--- config.mk ---
export PLATFORM = sky130hd
export DESIGN_NAME = alu_seq_ctrl_flat
export DESIGN_NICKNAME = d
export VERILOG_FILES = /design/src/rtl/alu_seq_ctrl_if.sv /design/src/rtl/alu_seq_ctrl.sv /design/src/flat_wrapper.sv
export SDC_FILE = /design/constraint.sdc
export NUM_CORES = 1
export LEC_CHECK = 0
export ABC_CLOCK_PERIOD_IN_PS = 3750
export BUFFER_PORTS_ARGS = -buffer_cell sky130_fd_sc_hd__buf_2
export CORE_MARGIN = 1
export CORE_UTILIZATION = 50
export DETAILED_ROUTE_END_ITERATION = 10
export MAX_ROUTING_LAYER = met4
export PLACE_DENSITY = 0.82
export SYNTH_ARGS = -nofsm -noshare
export SYNTH_HDL_FRONTEND = slang
export SYNTH_SLANG_ARGS = --single-unit
--- constraint.sdc ---
create_clock -name clk -period 3.75 [get_ports clk]
set_clock_uncertainty 0.2 [all_clocks]
set_input_delay 0.75 -clock clk [delete_from_list [all_inputs] [get_ports clk]]
set_output_delay 0.75 -clock clk [all_outputs]
set_load 0.01 [all_outputs]
--- src/rtl/alu_seq_ctrl_if.sv ---
// Handshake and control bundle between the sequencer, instruction memory
// and the 16-bit datapath.
interface alu_seq_ctrl_if #(
  parameter int WORD_SIZE = 16
);
  logic [3:0]           opcode;
  logic [5:0]           func;
  logic                 mem_ready;
  logic                 readM;
  logic                 ir_write;
  logic                 alu_en;
  logic                 alu_src_imm;
  logic                 reg_write;
  logic                 wb_dst_rd;
  logic                 pc_write;
  logic                 pc_src_jmp;
  logic                 out_en;
  logic                 illegal;
  logic                 halted;
  logic [WORD_SIZE-1:0] num_inst;

  modport master (
    input  opcode, func, mem_ready,
    output readM, ir_write, alu_en, alu_src_imm, reg_write, wb_dst_rd,
           pc_write, pc_src_jmp, out_en, illegal, halted, num_inst
  );

  modport slave (
    output opcode, func, mem_ready,
    input  readM, ir_write, alu_en, alu_src_imm, reg_write, wb_dst_rd,
           pc_write, pc_src_jmp, out_en, illegal, halted, num_inst
  );
endinterface

--- src/rtl/alu_seq_ctrl.sv ---
// Multi-cycle fetch/decode/exec/writeback sequencer for the 16-bit datapath.
// All enables are decoded from the state register, so reset kills them at once.
module alu_seq_ctrl #(
  parameter int WORD_SIZE = 16
) (
  input  logic          clk,
  input  logic          reset_n,
  alu_seq_ctrl_if.master bus
);

  typedef enum logic [2:0] {
    S_IDLE, S_FETCH, S_DECODE, S_EXEC, S_WB, S_HALT
  } state_e;

  localparam logic [3:0] OP_R   = 4'd15;
  localparam logic [3:0] OP_ADI = 4'd4;
  localparam logic [3:0] OP_LHI = 4'd6;
  localparam logic [3:0] OP_JMP = 4'd9;
  localparam logic [5:0] FN_ADD = 6'd0;
  localparam logic [5:0] FN_WWD = 6'd28;
  localparam logic [5:0] FN_HLT = 6'd29;

  state_e               state_q, state_d;
  logic                 illegal_q, illegal_d;
  logic [WORD_SIZE-1:0] cnt_q, cnt_d;

  logic is_add, is_adi, is_lhi, is_jmp, is_wwd, is_hlt, is_alu;
  logic rd_m, ir_w, alu_e, src_imm, reg_w, dst_rd, pc_w, src_jmp, out_e, retire;

  always_comb begin
    is_add = (bus.opcode == OP_R) && (bus.func == FN_ADD);
    is_wwd = (bus.opcode == OP_R) && (bus.func == FN_WWD);
    is_hlt = (bus.opcode == OP_R) && (bus.func == FN_HLT);
    is_adi = (bus.opcode == OP_ADI);
    is_lhi = (bus.opcode == OP_LHI);
    is_jmp = (bus.opcode == OP_JMP);
    is_alu = is_add | is_adi | is_lhi;
  end

  always_comb begin
    state_d   = state_q;
    illegal_d = illegal_q;
    rd_m      = 1'b0;
    ir_w      = 1'b0;
    alu_e     = 1'b0;
    src_imm   = 1'b0;
    reg_w     = 1'b0;
    dst_rd    = 1'b0;
    pc_w      = 1'b0;
    src_jmp   = 1'b0;
    out_e     = 1'b0;
    retire    = 1'b0;
    case (state_q)
      S_IDLE:   state_d = S_FETCH;
      S_FETCH: begin
        rd_m = 1'b1;
        if (bus.mem_ready) begin
          ir_w    = 1'b1;
          state_d = S_DECODE;
        end
      end
      S_DECODE: state_d = S_EXEC;
      S_EXEC: begin
        if (is_alu) begin
          alu_e   = 1'b1;
          src_imm = ~is_add;
          state_d = S_WB;
        end else if (is_jmp) begin
          pc_w    = 1'b1;
          src_jmp = 1'b1;
          state_d = S_FETCH;
        end else if (is_wwd) begin
          out_e   = 1'b1;
          pc_w    = 1'b1;
          state_d = S_FETCH;
        end else if (is_hlt) begin
          // HLT retires without moving the PC
          retire  = 1'b1;
          state_d = S_HALT;
        end else begin
          pc_w      = 1'b1;
          illegal_d = 1'b1;
          state_d   = S_FETCH;
        end
      end
      S_WB: begin
        reg_w   = 1'b1;
        dst_rd  = is_add;
        pc_w    = 1'b1;
        state_d = S_FETCH;
      end
      S_HALT:   state_d = S_HALT;
      default:  state_d = S_IDLE;
    endcase
    cnt_d = cnt_q + WORD_SIZE'(pc_w | retire);
  end

  always_ff @(posedge clk or negedge reset_n) begin
    if (!reset_n) begin
      state_q   <= S_IDLE;
      illegal_q <= 1'b0;
      cnt_q     <= '0;
    end else begin
      state_q   <= state_d;
      illegal_q <= illegal_d;
      cnt_q     <= cnt_d;
    end
  end

  assign bus.readM       = rd_m;
  assign bus.ir_write    = ir_w;
  assign bus.alu_en      = alu_e;
  assign bus.alu_src_imm = src_imm;
  assign bus.reg_write   = reg_w;
  assign bus.wb_dst_rd   = dst_rd;
  assign bus.pc_write    = pc_w;
  assign bus.pc_src_jmp  = src_jmp;
  assign bus.out_en      = out_e;
  assign bus.illegal     = illegal_q;
  assign bus.halted      = (state_q == S_HALT);
  assign bus.num_inst    = cnt_q;

endmodule
--- src/flat_wrapper.sv ---
// flat-port wrapper written by rule: the top's interface ports become plain ports
module alu_seq_ctrl_flat 
#(
  parameter int WORD_SIZE = 16
)
  (clk, reset_n, bus_opcode, bus_func, bus_mem_ready, bus_readM, bus_ir_write, bus_alu_en, bus_alu_src_imm, bus_reg_write, bus_wb_dst_rd, bus_pc_write, bus_pc_src_jmp, bus_out_en, bus_illegal, bus_halted, bus_num_inst);
  alu_seq_ctrl_if #(.WORD_SIZE(WORD_SIZE)) bus_i ();
  input  logic clk;
  input  logic reset_n;
  input wire logic [$bits(bus_i.opcode)-1:0] bus_opcode;
  input wire logic [$bits(bus_i.func)-1:0] bus_func;
  input wire logic [$bits(bus_i.mem_ready)-1:0] bus_mem_ready;
  output wire logic [$bits(bus_i.readM)-1:0] bus_readM;
  output wire logic [$bits(bus_i.ir_write)-1:0] bus_ir_write;
  output wire logic [$bits(bus_i.alu_en)-1:0] bus_alu_en;
  output wire logic [$bits(bus_i.alu_src_imm)-1:0] bus_alu_src_imm;
  output wire logic [$bits(bus_i.reg_write)-1:0] bus_reg_write;
  output wire logic [$bits(bus_i.wb_dst_rd)-1:0] bus_wb_dst_rd;
  output wire logic [$bits(bus_i.pc_write)-1:0] bus_pc_write;
  output wire logic [$bits(bus_i.pc_src_jmp)-1:0] bus_pc_src_jmp;
  output wire logic [$bits(bus_i.out_en)-1:0] bus_out_en;
  output wire logic [$bits(bus_i.illegal)-1:0] bus_illegal;
  output wire logic [$bits(bus_i.halted)-1:0] bus_halted;
  output wire logic [$bits(bus_i.num_inst)-1:0] bus_num_inst;
  assign bus_i.opcode = bus_opcode;
  assign bus_i.func = bus_func;
  assign bus_i.mem_ready = bus_mem_ready;
  assign bus_readM = bus_i.readM;
  assign bus_ir_write = bus_i.ir_write;
  assign bus_alu_en = bus_i.alu_en;
  assign bus_alu_src_imm = bus_i.alu_src_imm;
  assign bus_reg_write = bus_i.reg_write;
  assign bus_wb_dst_rd = bus_i.wb_dst_rd;
  assign bus_pc_write = bus_i.pc_write;
  assign bus_pc_src_jmp = bus_i.pc_src_jmp;
  assign bus_out_en = bus_i.out_en;
  assign bus_illegal = bus_i.illegal;
  assign bus_halted = bus_i.halted;
  assign bus_num_inst = bus_i.num_inst;
  alu_seq_ctrl #(.WORD_SIZE(WORD_SIZE)) u_core (.clk(clk), .reset_n(reset_n), .bus(bus_i));
endmodule
# Word-level counts from Yosys, hierarchy flattened
# Cells that the tools add are included.
# W data, S select, Z words.
[totals] elab_cells=63 mem_bits_rw=0 rom_bits=0 memories=0 register_bits=20 input_bits=13 latch_bits=0
[op_classes] div_mod_pow=0 reduce_logical=7 n_shift=0 n_eq_ne=12 n_bitwise=8 muxes=32 add_sub_neg=1 multipliers=0 n_lt_le_gt_ge=0
[op_table] op="$mux W1" count=25
[op_table] op="$add A16 B16 Y16" count=1
[op_table] op="$mux W3" count=5
[op_table] op="$pmux W3 S5" count=1
[op_table] op="$eq A6 B5 Y1 const B" count=2
[op_table] op="$eq A4 B3 Y1 const B" count=2
[op_table] op="$eq A4 B4 Y1 const B" count=2
[op_table] op="$eq A3 B2 Y1 const B" count=2
[op_table] op="$eq A3 B3 Y1 const B" count=2
[op_table] op="$logic_not A6 Y1" count=1
[op_table] op="$not A1 Y1" count=5
[op_table] op="$reduce_and A5 Y1" count=1
[op_table] op="$eq A3 B1 Y1 const B" count=1
[op_table] op="$logic_and A1 B1 Y1" count=3
[op_table] op="$logic_not A3 Y1" count=1
[op_table] op="$or A1 B1 Y1" count=3
[op_table] op="$ne A2 B2 Y1 const B" count=1
[op_table] op="$pmux W1 S2" count=1
[op_table] op="$reduce_or A2 Y1" count=1

# Longest topological paths before layout
# Gate-level depths: netlist of run 1.
[logic_depth] ltp_word=9 depth_mapped=10

# Least setup slack after synthesis of run 1
# OpenSTA, ideal clock, no wires.
[synth_timing] path_kind="input-to-reg" start="in bus_func[0]" end="reg u_core.cnt_q[8] (netlist: u_core.bus.num_inst[8])" path_slack_ns=0.797 cell_stages=10 setup_ns=0.126 arrival_ns=2.626 path_cell_list="or4_4 -> o31ai_4 -> or2_1 -> nand2b_1 -> ha_1 -> ha_1 -> nand3_1 -> nor2_1 -> and3_1 -> xor2_1"
[synth_via] elab_chain_cells=9 word_cells_on_any_way=20
[synth_lines] element="start: declaration" line="flat_wrapper.sv:11" source="input wire logic [$bits(bus_i.func)-1:0] bus_func;"
[synth_lines] element="$eq A6 B5 Y1" line="alu_seq_ctrl.sv:33" source="is_hlt = (bus.opcode == OP_R) && (bus.func == FN_HLT);"
[synth_lines] element="$logic_and A1 B1 Y1" line="alu_seq_ctrl.sv:33"
[synth_lines] element="$mux W1" line="alu_seq_ctrl.sv:76" source="end else if (is_hlt) begin"
[synth_lines] element="$mux W1" line="alu_seq_ctrl.sv:72" source="end else if (is_wwd) begin"
[synth_lines] element="$mux W1" line="alu_seq_ctrl.sv:68" source="end else if (is_jmp) begin"
[synth_lines] element="$mux W1" line="alu_seq_ctrl.sv:64" source="if (is_alu) begin"
[synth_lines] element="$pmux W1 S2 / $mux W1 (equally long branches)" line="alu_seq_ctrl.sv:53" source="case (state_q)"
[synth_lines] element="$or A1 B1 Y1 (*)" line="alu_seq_ctrl.sv:95" source="cnt_d = cnt_q + WORD_SIZE'(pc_w | retire);"
[synth_lines] element="$add A16 B16 Y16 (*)" line="alu_seq_ctrl.sv:95"
[synth_lines] element="named net u_core.cnt_d[8]" line="alu_seq_ctrl.sv:25" source="logic [WORD_SIZE-1:0] cnt_q, cnt_d;"
[synth_lines] element="end signal: assignment" line="alu_seq_ctrl.sv:106" source="cnt_q <= cnt_d;"
[synth_lines] element="end: declaration" line="alu_seq_ctrl.sv:25"
# The timed path passes the listed nets; every way through them passes the cells marked *.
# A chain may end at the register's enable or synchronous reset.

# Worst setup path in the final report of run 1
[layout_timing] start="in bus_func[0]" end="out bus_out_en"
[layout_via] elab_chain_cells=6 word_cells_on_any_way=10
[layout_lines] element="$eq A6 B5 Y1 / $logic_not A6 Y1 (equally long branches)" line="alu_seq_ctrl.sv:32, alu_seq_ctrl.sv:31"
[layout_lines] element="$logic_and A1 B1 Y1 (on tied branches)" line="alu_seq_ctrl.sv:32, alu_seq_ctrl.sv:31"
[layout_lines] element="$mux W1 / $or A1 B1 Y1 (equally long branches)" line="alu_seq_ctrl.sv:72, alu_seq_ctrl.sv:37"
[layout_lines] element="$mux W1 / $or A1 B1 Y1 (equally long branches)" line="alu_seq_ctrl.sv:68, alu_seq_ctrl.sv:37"
[layout_lines] element="$mux W1 (*)" line="alu_seq_ctrl.sv:64"
[layout_lines] element="$mux W1 (*)" line="alu_seq_ctrl.sv:53"
[layout_lines] element="end: declaration" line="flat_wrapper.sv:21" source="output wire logic [$bits(bus_i.out_en)-1:0] bus_out_en;"
# Every way passes the cells marked *; elsewhere a longest branch is shown, timed or not.

==> summary.md, run 1 <==
The number of cells on the worst reg-to-reg path is 9. The run gives 2800 ps as the data required time of the worst path. The slowest stage of the critical path is the sky130_fd_sc_hd__or4_4 cell. The run gives 0 as the number of warning messages in the yosys log. For the count of pins on the block boundary, the log shows 40.

In this run, synthesis inferred 0 flip-flops with an integrated enable. Setup repair after global routing left no endpoint under its margin. The maximum vdd drop is 0.3023 mV.

Endpoint of the most critical register-to-register path: u_core.bus.num_inst[10]. The worst hold path belongs to the class primary input to async pin. The floorplan has 15 rows. The mapped netlist covers 993.5 sq um. The biggest area contributor in the post-synthesis netlist is sky130_fd_sc_hd__dfrtp_1.

The synthesized design contains 20 register bits. The flow ran to the end, and the final reports show no timing, DRC or antenna violations. 0 antenna diodes ended up in the layout. The slew of the pin with the lowest slew margin came out at 476.5 ps. Total negative slack: 0 ps. Walking the worst path, the cells encountered are buf_2, or4_4, o31ai_4, or2_1, nor3_1, buf_2.

Max-cap violations in this run came to 0. Detailed routing inserted a total of 824 vias. The smallest clock period supported by the final layout is computed as 2979 ps. The run gives 21 as the maximum number of pins on one net before global-route repair.

The number of remaining DRC errors was 0; the placeable core region was 0.001802 sq mm. The top cell type by area accounts for 50.38% of the synthesized area. The total grt overflow came out at 0.

The run gives 771.5 ps as the final worst slack. The critical path class was primary input to output port. The tools report the startpoint type of the worst setup path as a primary input. Static timing analysis puts the maximum clock frequency at 335.7 MHz.

The share of the clock period used by the worst path works out to 79.43%. The worst pin sits at a relative slew slack of 68.16%. The die covers 0.002169 sq mm. The tree is rooted in a sky130_fd_sc_hd__clkbuf_4.

The initial utilization of the core area, before any placement, comes to 55.14%. Once detail routing completed, the nets flagged for antenna violations numbered 0. The logs give 556.2 ps for the worst slack after detailed placement and 0 for the hold violation total from the final report. Most used standard cell by instance count after synthesis: sky130_fd_sc_hd__dfrtp_1. For the buffer depth of the longest clock path, the log shows 2. The most numerous cell type found on the critical path is sky130_fd_sc_hd__buf_2. Sequential elements use 50.38% of the synthesized area.

The worst register-to-register path has a setup slack of 1210 ps. The filler-free cell count of the finished design came out at 160. Nature of the critical path endpoint: an output port. Counting tap cells, the placed design contains a total of 156 instances.

For the final-report max-slew violation count, the log shows 0. The tools report the end of the critical path as bus_out_en. The first global-routing pass estimated 2.753 mm of wire. By count the netlist is led by 20 x sky130_fd_sc_hd__dfrtp_1, 8 x sky130_fd_sc_hd__nand2_1, 8 x sky130_fd_sc_hd__xnor2_1. The run gives 15 as the starting DRC count in detailed routing. In the final design database the tool counted 151 nets.

Number of gates given a new drive strength after cts: 0. The critical path arrival is 2030 ps, and the estimated wirelength of the detail-placed design is 1.449 mm. Setup violations remaining at the end of the flow were counted as 0. Initial antenna violation count: 0.

The logs give 1.833 mm for the total detailed-routing wirelength and 0.7785 for the routability congestion estimate. After synthesis, the share of flip-flops with an asynchronous set or reset is 100.0%. The average detailed-routed wire length per instance is 11.46 um, and the number of buffer cells added on primary ports is 39.

The run gives 683 as the number of global-route vias before repair. Hold repair after CTS inserted 0 buffers. After clock tree synthesis, the clock-pin slew on the worst setup and hold paths is 110 ps. Ranked by total cell area, the synthesized netlist is headed by sky130_fd_sc_hd__dfrtp_1 50%, sky130_fd_sc_hd__xnor2_1 7.1%, sky130_fd_sc_hd__xor2_1 5.3%. The critical path starts at bus_func[0]. The largest single stage delay on the critical path is 540 ps. The number of nets in the synthesized netlist came out at 107. Measured along the x axis, the die boundary spans 46.58 um. After layout, the design draws a total of 612.3 uW. The highest fanout seen on the critical path came out at 5.

From synthesis to final layout, the design area changed by 26.45%. In the synthesized netlist the dominant register cell turns out to be sky130_fd_sc_hd__dfrtp_1. In this run, CTS created clock tree buffers numbering 3. The run gives 1 as the depth of the CTS H-tree. Synthesis handed over a netlist of 92 instances. The logs give 20 for the number of clock sinks seen by CTS and 28 for the count of distinct cell types in the synthesized netlist. The startpoint identified for the worst register-to-register timing path is u_core.state_q[2]. TritonCTS built the clock tree.

The via density per instance is 5.150, and the share of cells above drive strength 1 is 35.56%. Global routing used 18.88% of the available tracks. In this run the vertical extent of the chip is 46.58 um.

The power per unit of standard cell area was 487.4 mW/mm^2; the clock latency of the later-clocked register in the worst-skew pair was 290 ps. The number of search-and-repair iterations in the first detailed-routing pass is 4. The leakage power figure came out at 0.6685 nW. The post-synthesis area per instance is 10.80 sq um, and the post-CTS setup repair buffer count is 0.
==> per-layer routing <==
layer / up-vias / track usage (%) / routed length, um
li1: 411 / - / -
met1: 382 / 23.59 / 854
met2: 29 / 27.78 / 863
met3: 2 / 2.353 / 87
met4: 0 / 13.53 / 27
met5: - / - / 0
==> cell usage in the layout (no fill, tap or decap), drive strengths merged, types with 3 or more instances in the layout <==
cell type  Yosys  routed
nand3          7       7
nor2           8       8
dfrtp         20      20
buf            0      39
nand2          8       8
xnor2          8       8
clkbuf         0       4
a21oi          3       3
and3           5       5
nor3           3       3
xor2           6       6
==> state kept, by name, indices dropped and copies added (netlist names) <==
name,flops
u_core.bus.num_inst,16
u_core.state_q,3
u_core.bus.illegal,1
==> critical path, delay by kind of cell <==
family          cells  cell delay (ps)
buf+inv             2              250
compound gates      1              240
simple gates        3              780
==> final cells by class <==
type	count	area (sq um)
inverter	1	3.754
tap	25	31.28
multi-input combinational	71	489.2
sequential	20	500.5
timing repair buffer	39	195.2
fill	159	545.5
clock buffer	4	36.28
==> report_power, final <==
group          total [mW]  switching [mW]  internal, mW
registers           0.309          0.0526         0.256
clock network       0.121          0.0624        0.0591
logic               0.182          0.0939        0.0880
==> metrics by stage <==
step / utilization, % / hold WS, ps / instance area (sq um)
after floorplan: - / 254.4 / 993.5
after global placement: 67.71 / 259.0 / 1220
after detailed placement: 67.71 / 256.6 / 1220
after CTS: 69.72 / 175.1 / 1256
after global routing: 69.72 / 195.1 / 1256
final: 69.72 / 179.0 / 1256
==> worst min path at each step <==
stage | from | end | cells after the start
after global placement | u_core.bus.num_inst[15] | u_core.bus.num_inst[15] | 1
final | reset_n | u_core.bus.num_inst[11] | 1
after detailed placement | u_core.bus.illegal | u_core.bus.illegal | 1
after CTS | reset_n | u_core.bus.num_inst[14] | 1
after global routing | reset_n | u_core.bus.num_inst[6] | 1
after floorplan | reset_n | u_core.bus.illegal | 0
==> logic make-up after synthesis <==
logic type,count (synthesis),share of synthesized area (%)
buf+inv,1,0.3775
simple gates,48,28.34
xor+xnor,14,12.34
fa+ha+maj,2,2.518
flops,20,50.38
compound gates,7,6.045
No activity file was read; power rests on OpenSTA's default activity.
==> run 2: changes to the inputs <==
--- a/config.mk
+++ b/config.mk
@@ -5,13 +5,13 @@
 export SDC_FILE = /design/constraint.sdc
 export NUM_CORES = 1
 export LEC_CHECK = 0
-export ABC_CLOCK_PERIOD_IN_PS = 3750
+export ABC_CLOCK_PERIOD_IN_PS = 2750
 export BUFFER_PORTS_ARGS = -buffer_cell sky130_fd_sc_hd__buf_2
 export CORE_MARGIN = 1
-export CORE_UTILIZATION = 50
+export CORE_UTILIZATION = 47
 export DETAILED_ROUTE_END_ITERATION = 10
 export MAX_ROUTING_LAYER = met4
-export PLACE_DENSITY = 0.82
+export PLACE_DENSITY = 0.78
 export SYNTH_ARGS = -nofsm -noshare
 export SYNTH_HDL_FRONTEND = slang
 export SYNTH_SLANG_ARGS = --single-unit
==> constraint.sdc (replaced) <==
create_clock -name clk -period 2.75 [get_ports clk]
set_clock_uncertainty 0.2 [all_clocks]
set_input_delay 0.55 -clock clk [delete_from_list [all_inputs] [get_ports clk]]
set_output_delay 0.55 -clock clk [all_outputs]
set_load 0.01 [all_outputs]
==> summary.md, run 2 (same netlist as run 1, synthesis figures left out) <==
The run finished with clean final reports. The clock slew at the register clock pins of the worst setup and hold paths is 100 ps, and the max-slew headroom at the worst pin is 70.90%. The hold violation total from the final report was 0; the post-CTS setup repair buffer count was 0.

In this run the deepest clock path goes through 2 buffers. The via density per instance is 5.188. For the standard-cell row count, the log shows 16.

The slowest cell on the critical path is sky130_fd_sc_hd__or4_4. The nature of the critical path endpoint is an output port. The die width is 47.98 um, and the global-route wire length before repair is 3.022 mm. The run gives 2000 ps as the data required time of the worst path. For the maximum vdd drop, the log shows 0.4074 mV. Summed over all cells, the static leakage comes to 0.7042 nW. The initial antenna violation count is 0. The register with the most flip-flops in the layout has 16 of them.

Dividing the final minimum period by the clock period gives 96.57%. In this run the power density over the cells is 627.9 mW/mm^2. Clock tree synthesis inserted a total of 3 buffers.

STA classifies the critical path startpoint as a primary input. The total detailed-routing wirelength is 1.971 mm, and the worst stage delay on the critical path is 530 ps. The share of cells above drive strength 1 was 39.86%. Routability-driven placement finished with a final weighted congestion of 0.8181.

In this run the worst path has a maximum fanout of 3. In the final routed layout, each cell accounts on average for 11.59 um. Walking the worst path, the cells encountered are buf_2, or4_4, o31ai_4, buf_4, nor2_2, a21o_1, buf_2. The cell family contributing the most delay on the critical path is simple AND/OR/NAND/NOR gates. The tools report the worst reg2reg path startpoint as u_core.state_q[2].

For the pin with the worst max-slew slack, the measured transition is 436.4 ps. Leaving out fill and tap cells, the most frequent cells in the layout are 39 x sky130_fd_sc_hd__buf_2, 20 x sky130_fd_sc_hd__dfrtp_1, 8 x sky130_fd_sc_hd__nand2_1, 8 x sky130_fd_sc_hd__xnor2_1, 8 x sky130_fd_sc_hd__buf_4. The clock reaches the later pin of the worst-skew pair after 290 ps. In this run, post-CTS repair resized a total of 0 instances. The worst path buffer plus inverter count works out to 3. Most frequent standard cell in the layout excluding fill and tap cells: sky130_fd_sc_hd__buf_2.

Setup repair after global routing left no endpoint under its margin. The number of cells on the worst reg-to-reg path is 10. Entering global routing, the biggest net connects 21 pins. For the depth of the CTS H-tree, the log shows 1. The number of global-route vias before repair was 737; the residual antenna-violating net count after detailed routing was 0.

Total power for the finished layout comes to 830.5 uW. The worst hold path terminates at u_core.bus.num_inst[15]. The achievable clock frequency is 376.6 MHz. Once detailed placement completed, the half-perimeter wirelength came to 1.587 mm. The start point of the worst min-delay path was u_core.bus.num_inst[15]. In this design, the critical path's most frequently occurring cell is sky130_fd_sc_hd__buf_2. After filler insertion, the fill cell instance count of the layout stands at 177. Summing all flip-flop and latch instances after layout gives 500.5 sq um. The die covers 0.002302 sq mm. For this run, the post-layout net count is 160.

The final setup violation count was 0; the placeable core region was 0.001982 sq mm. The area growth from synthesis to layout is 33.12%, and the count of pins on the block boundary is 40. The root buffer cell is sky130_fd_sc_hd__clkbuf_4.

0 antenna diodes ended up in the layout. The via total after detailed routing was 882. The path class of the tightest hold or removal check is register to register. Number of buffer cells added on primary ports: 39. Adding up every negative setup slack in the final design gives 0 ps. The multi-input logic area was 496.7 sq um; the quantity of hold-fixing buffers added after cts was 1.

The die is 47.98 um tall. Counting every sink on the clock net gives 20. In the routed design, unresolved DRC markers number 0. Final-report max-slew violation count: 0. TritonCTS built the clock tree.

The worst path in the final design needs a cycle of 2656 ps, including I/O delays and setup. Aggregate global-route resource usage: 19.50%. In this run, the number of DRC markers left after iteration 0 of detailed routing was 12.

Setup slack on the worst reg-to-reg path comes out at 230 ps. STA puts the critical path data arrival time at 1910 ps. For this run the aggregate overflow at the end of global routing stands at 0. The hold path depth works out to 1. The first detailed-routing pass took 4 iterations.

For this configuration, the core starts out at a cell density of 50.13%. The tools report the max capacitance violation total as 0. The worst register-to-register path ends at u_core.bus.num_inst[12]. The critical path class is primary input to output port.
-- run 2: changes by cell type in the layout (fill, tap and decap cells not counted) --
cell	delta
sky130_fd_sc_hd__ha_2	+1
sky130_fd_sc_hd__nand3_1	-1
sky130_fd_sc_hd__ha_1	-1
sky130_fd_sc_hd__buf_4	+8
sky130_fd_sc_hd__dlygate4sd3_1	+1
sky130_fd_sc_hd__nand3_2	+1
sky130_fd_sc_hd__clkbuf_8	-1
-- run 2: area by class of cell --
class	instances	area share, %
flip-flops and latches	20	37.84
repair buffers	48	20.06
multi-input cells	71	37.56
inverters	1	0.2838
clock buffers	3	1.703
well taps	27	2.554
-- run 2: worst max-delay path by stage --
| stage | from | end | slack, ps | depth (start not counted) |
|---|---|---|---|---|
| floorplan | bus_func[0] | u_core.bus.num_inst[8] | 10 | 10 |
| global placement | bus_func[0] | u_core.bus.num_inst[8] | 10 | 11 |
| detailed placement | bus_func[0] | u_core.bus.num_inst[8] | -30 | 11 |
| CTS | bus_func[0] | bus_pc_write | 90 | 7 |
| global route | bus_func[0] | bus_pc_write | 50 | 7 |
| finish | bus_func[0] | bus_pc_write | 90 | 7 |
-- run 2: metrics by stage --
stage / worst slack (ps) / cells / hold slack [ps] / utilization, % / cell area, sq um
2_1_floorplan: 14.90 / 92 / 54.41 / - / 1001
3_3_place_gp: 14.34 / 166 / 256.2 / 65.09 / 1290
3_5_place_dp: -32.31 / 166 / 265.4 / 65.09 / 1290
4_1_cts: 93.80 / 170 / 284.2 / 66.73 / 1323
5_1_grt: 50.84 / 170 / 302.9 / 66.73 / 1323
6_report: 94.41 / 170 / 275.2 / 66.73 / 1323
-- run 2: worst reg2reg max path: stages (launching register included) --
cell and delay [ps]:
sky130_fd_sc_hd__dfrtp_1 450, sky130_fd_sc_hd__nand3b_1 280, sky130_fd_sc_hd__or2_1 280, sky130_fd_sc_hd__nand2b_1 70, sky130_fd_sc_hd__ha_1 160, sky130_fd_sc_hd__ha_2 190, sky130_fd_sc_hd__nand3_2 80, sky130_fd_sc_hd__buf_4 150
sky130_fd_sc_hd__nor3_1 290, sky130_fd_sc_hd__nand2_1 110, sky130_fd_sc_hd__xnor2_1 150
-- run 2: routing by layer --
| metal | GRT usage [%] | part of all wire (%) | up-vias |
|---|---|---|---|
| li1 | - | - | 432 |
| met1 | 22.77 | 42 | 401 |
| met2 | 33.51 | 51 | 47 |
| met3 | 2.264 | 5.6 | 2 |
| met4 | 8.333 | 0.96 | 0 |
| met5 | - | 0 | - |
-- run 2: power breakdown --
group          internal [mW]  switching, mW  total [mW]
clock                 0.0509         0.0800       0.131
combinational          0.142          0.136       0.278
sequential             0.350         0.0715       0.421
total                  0.543          0.287       0.830
==> run 3: changes to the inputs <==
--- a/config.mk
+++ b/config.mk
@@ -5,10 +5,11 @@
 export SDC_FILE = /design/constraint.sdc
 export NUM_CORES = 1
 export LEC_CHECK = 0
+export ABC_AREA = 1
 export ABC_CLOCK_PERIOD_IN_PS = 2750
 export BUFFER_PORTS_ARGS = -buffer_cell sky130_fd_sc_hd__buf_2
 export CORE_MARGIN = 1
-export CORE_UTILIZATION = 47
+export CORE_UTILIZATION = 48
 export DETAILED_ROUTE_END_ITERATION = 10
 export MAX_ROUTING_LAYER = met4
 export PLACE_DENSITY = 0.78
==> summary.md, run 3 <==
The first routing iteration left 24 violations. The commonest cells after synthesis are 28 x sky130_fd_sc_hd__nand2_1, 20 x sky130_fd_sc_hd__dfrtp_1, 20 x sky130_fd_sc_hd__nor2_1. The count of distinct cell types in the synthesized netlist is 20. The routed layout has 986 vias. The worst register-to-register path ends at u_core.bus.num_inst[12].

On the critical path, the stage with the largest delay is an instance of sky130_fd_sc_hd__dfrtp_1. The maximum vdd drop came out at 0.5191 mV. Wires add up to 2.293 mm. The max-slew headroom at the worst pin was 70.32%. For the hold violation total from the final report, the log shows 0. The number of nets in the synthesized netlist was 148.

The number of buffer cells added on primary ports is 39. The global-route wire length before repair came out at 4.140 mm. The achievable clock frequency came out at 421.1 MHz. Timing startpoint of the critical path: u_core.state_q[0].

The number of enable-type register cells in the synthesized netlist was 0; the area growth from synthesis to layout was 26.54%. Along the worst hold path, the cell count comes to 2. The most used standard cell by instance count after synthesis was sky130_fd_sc_hd__nand2_1.

Setup repair after global routing left no endpoint under its margin. After synthesis the netlist holds a flip-flop and latch count of 20. After detailed placement, the design holds a cell count of 199. Setup violations remaining at the end of the flow were counted as 0.

In this run the remaining antenna-violating nets after routing total 0. The aggregate global-route resource usage was 22.58%; the worst slack after detailed placement was 231.6 ps. The flow ran to the end, and the final reports show no timing, DRC or antenna violations. For the pin with the worst max-slew slack, the measured transition is 445.2 ps. Post-synthesis instance area: 0.001099 sq mm.

The path class of the tightest hold or removal check is register to register. The register with the most flip-flops in the layout has 16 of them. The initialized floorplan defines 16 standard-cell rows. The run gives 0 as the number of gates given a new drive strength after cts. The most frequent cell on the critical path was sky130_fd_sc_hd__ha_1. The post-route netlist has 30.51% of its cells at a drive strength greater than 1. At the worst endpoint, the arrival time is 2410 ps.

The layout net count is 193, and the final worst slack is 375.3 ps. End of the critical path: u_core.bus.num_inst[12]. Once the floorplan was initialized, standard cells occupied 53.28% of the core. The floorplan step set the die height to 49.84 um. For this design the static power due to leakage is 0.7633 nW. On the worst path, the slowest cell contributes a delay of 370 ps. The clock latency of the later-clocked register in the worst-skew pair is 300 ps, and the highest fanout seen on the critical path is 5. The via density per instance was 4.833. Root buffer cell: sky130_fd_sc_hd__clkbuf_4. The time the final worst path needs with I/O delays and setup came out at 2375 ps. Walking the worst path, the cells encountered are inv_1, nor3_2, nand3_1, nand2_1, ha_1, ha_1, nand3_2, nor2_4, nand2_2, nor2_2, xor2_1. The cell family contributing the most delay on the critical path is simple AND/OR/NAND/NOR gates. The worst path buffer plus inverter count came out at 1. The post-detailed-placement cell area was 0.001328 sq mm; the post-synthesis area per instance was 8.260 sq um.

The floorplan step defined a die boundary enclosing 0.002484 sq mm. Entering global routing, the biggest net connects 21 pins. CTS saw 20 sinks. The depth of the worst register-to-register path was 11. The startpoint identified for the worst register-to-register timing path is u_core.state_q[0].

The number of warning messages in the yosys log is 0. The final-report max-slew violation count was 0. Yosys attributes the largest share of cell area to sky130_fd_sc_hd__dfrtp_1 46%, sky130_fd_sc_hd__nand2_1 9.6%, sky130_fd_sc_hd__nor2_1 6.8%. The most frequent standard cell in the layout excluding fill and tap cells was sky130_fd_sc_hd__buf_2.

The tool flagged a number of max-cap violations equal to 0. Critical path class: register to register. The routability congestion estimate is 0.8869.

No sink is reached through more buffers than the 2 on the longest clock path. The total number of cells along the worst setup path was 11. Nature of the critical path endpoint: a register. The post-synthesis cell count was 133. In the layout the commonest cells are 39 x sky130_fd_sc_hd__buf_2, 28 x sky130_fd_sc_hd__nand2_1, 20 x sky130_fd_sc_hd__nor2_1, 20 x sky130_fd_sc_hd__dfrtp_1, 19 x sky130_fd_sc_hd__inv_1. Average detailed-routed wire length per instance: 11.24 um. TritonCTS built the clock tree. The startpoint type of the worst setup path is a register. After global routing the overflow that remains totals 0. The slack of the worst reg-to-reg path was 380 ps.

Biggest area consumer among synthesized cells: sky130_fd_sc_hd__dfrtp_1. Summed over all nets, the half-perimeter wirelength after detailed placement is 1.866 mm. Data on the critical path is required at its endpoint by 2780 ps. The filler-free cell count of the finished design is 204, and the proportion of synthesized flip-flops having asynchronous set or reset is 100.0%. Summed over all failing endpoints, the final setup total negative slack is 0 ps.

The share of the clock period used by the worst path came out at 86.35%. The depth of the CTS H-tree is 1. The number of global-route vias before repair was 1009; the clock slew at the register clock pins of the worst setup and hold paths was 120 ps. The share of Yosys cell area claimed by the top area cell type is 45.56%, and the placeable core region is 0.002062 sq mm. After routing the design area is 0.001390 sq mm. The tools report the number of remaining DRC errors as 0. The repair_antennas step left the layout with diodes totalling 0. Counting the buffers created by CTS gives 3.

The power consumption came out at 913.9 uW. The tools report the sequential-to-total area share from yosys stat as 45.56%. The first detailed-routing pass ran for 4 iterations. In this run the count of I/O pins placed on the die edge is 40. The initial antenna violation count came out at 0. The power per unit of standard cell area is 657.5 mW/mm^2. Measured along the x axis, the die boundary spans 49.84 um.

For this run, the leading register cell type out of synthesis is sky130_fd_sc_hd__dfrtp_1.
-- run 3: kinds of logic (layout without fill, tap and decap cells) --
logic type	Yosys count	in the layout	synth area share, %
simple gates	75	75	33.26
flops	20	20	45.56
buf+inv	19	63	6.492
xor+xnor	13	13	10.36
compound gates	4	4	2.050
fa+ha+maj	2	2	2.278
-- run 3: worst min-delay path by stage --
stage | from | endpoint | slack [ps]
CTS | u_core.bus.illegal | u_core.bus.illegal | 300
finish | u_core.bus.illegal | u_core.bus.illegal | 290
floorplan | reset_n | u_core.bus.illegal | 50
detailed placement | u_core.bus.illegal | u_core.bus.illegal | 270
global route | u_core.bus.illegal | u_core.bus.illegal | 310
global placement | u_core.bus.illegal | u_core.bus.illegal | 260
-- run 3: cell type report --
cell class                      instances  area (sq um)
Fill cell                             185         671.9
Timing Repair Buffer                   40         205.2
Sequential cell                        20         500.5
Inverter                               19         71.32
Clock inverter                          1         30.03
Multi-Input combinational cell         94         526.8
Tap cell                               27         33.78
Clock buffer                            3         22.52
-- run 3: per-stage QoR --
| stage | utilization, % | hold slack, ps |
|---|---|---|
| 2_1_floorplan | - | 54.41 |
| 3_3_place_gp | 64.38 | 260.5 |
| 3_5_place_dp | 64.38 | 272.8 |
| 4_1_cts | 67.42 | 300.2 |
| 5_1_grt | 67.42 | 309.0 |
| 6_report | 67.42 | 288.5 |
-- run 3: metal layers --
layer	wire (um)	vias up	share of wire (%)	track usage, %
li1	-	504	-	-
met1	1041	449	45	24.90
met2	1127	29	49	39.19
met3	104	4	4.5	6.173
met4	19	0	0.83	7.143
met5	0	-	0	-
-- run 3: worst min-delay path, cell delays in order, from the launching register on --
cell                      delay (ps)
sky130_fd_sc_hd__dfrtp_1         360
sky130_fd_sc_hd__inv_1            50
sky130_fd_sc_hd__nand2_1          50
-- run 3: repair_timing --
item                                   4_1_cts  5_1_grt
hold buffers                                 1        0
endpoints found under the hold margin       20        0
setup buffers                                0        0
-- run 3: where the power goes --
group | switching [mW] | internal, mW | leakage [nW] | total, mW
Combinational | 0.159 | 0.109 | 0.480 | 0.268
Clock | 0.0922 | 0.147 | 0.0279 | 0.240
Sequential | 0.0576 | 0.349 | 0.256 | 0.407
Total | 0.309 | 0.605 | 0.763 | 0.914
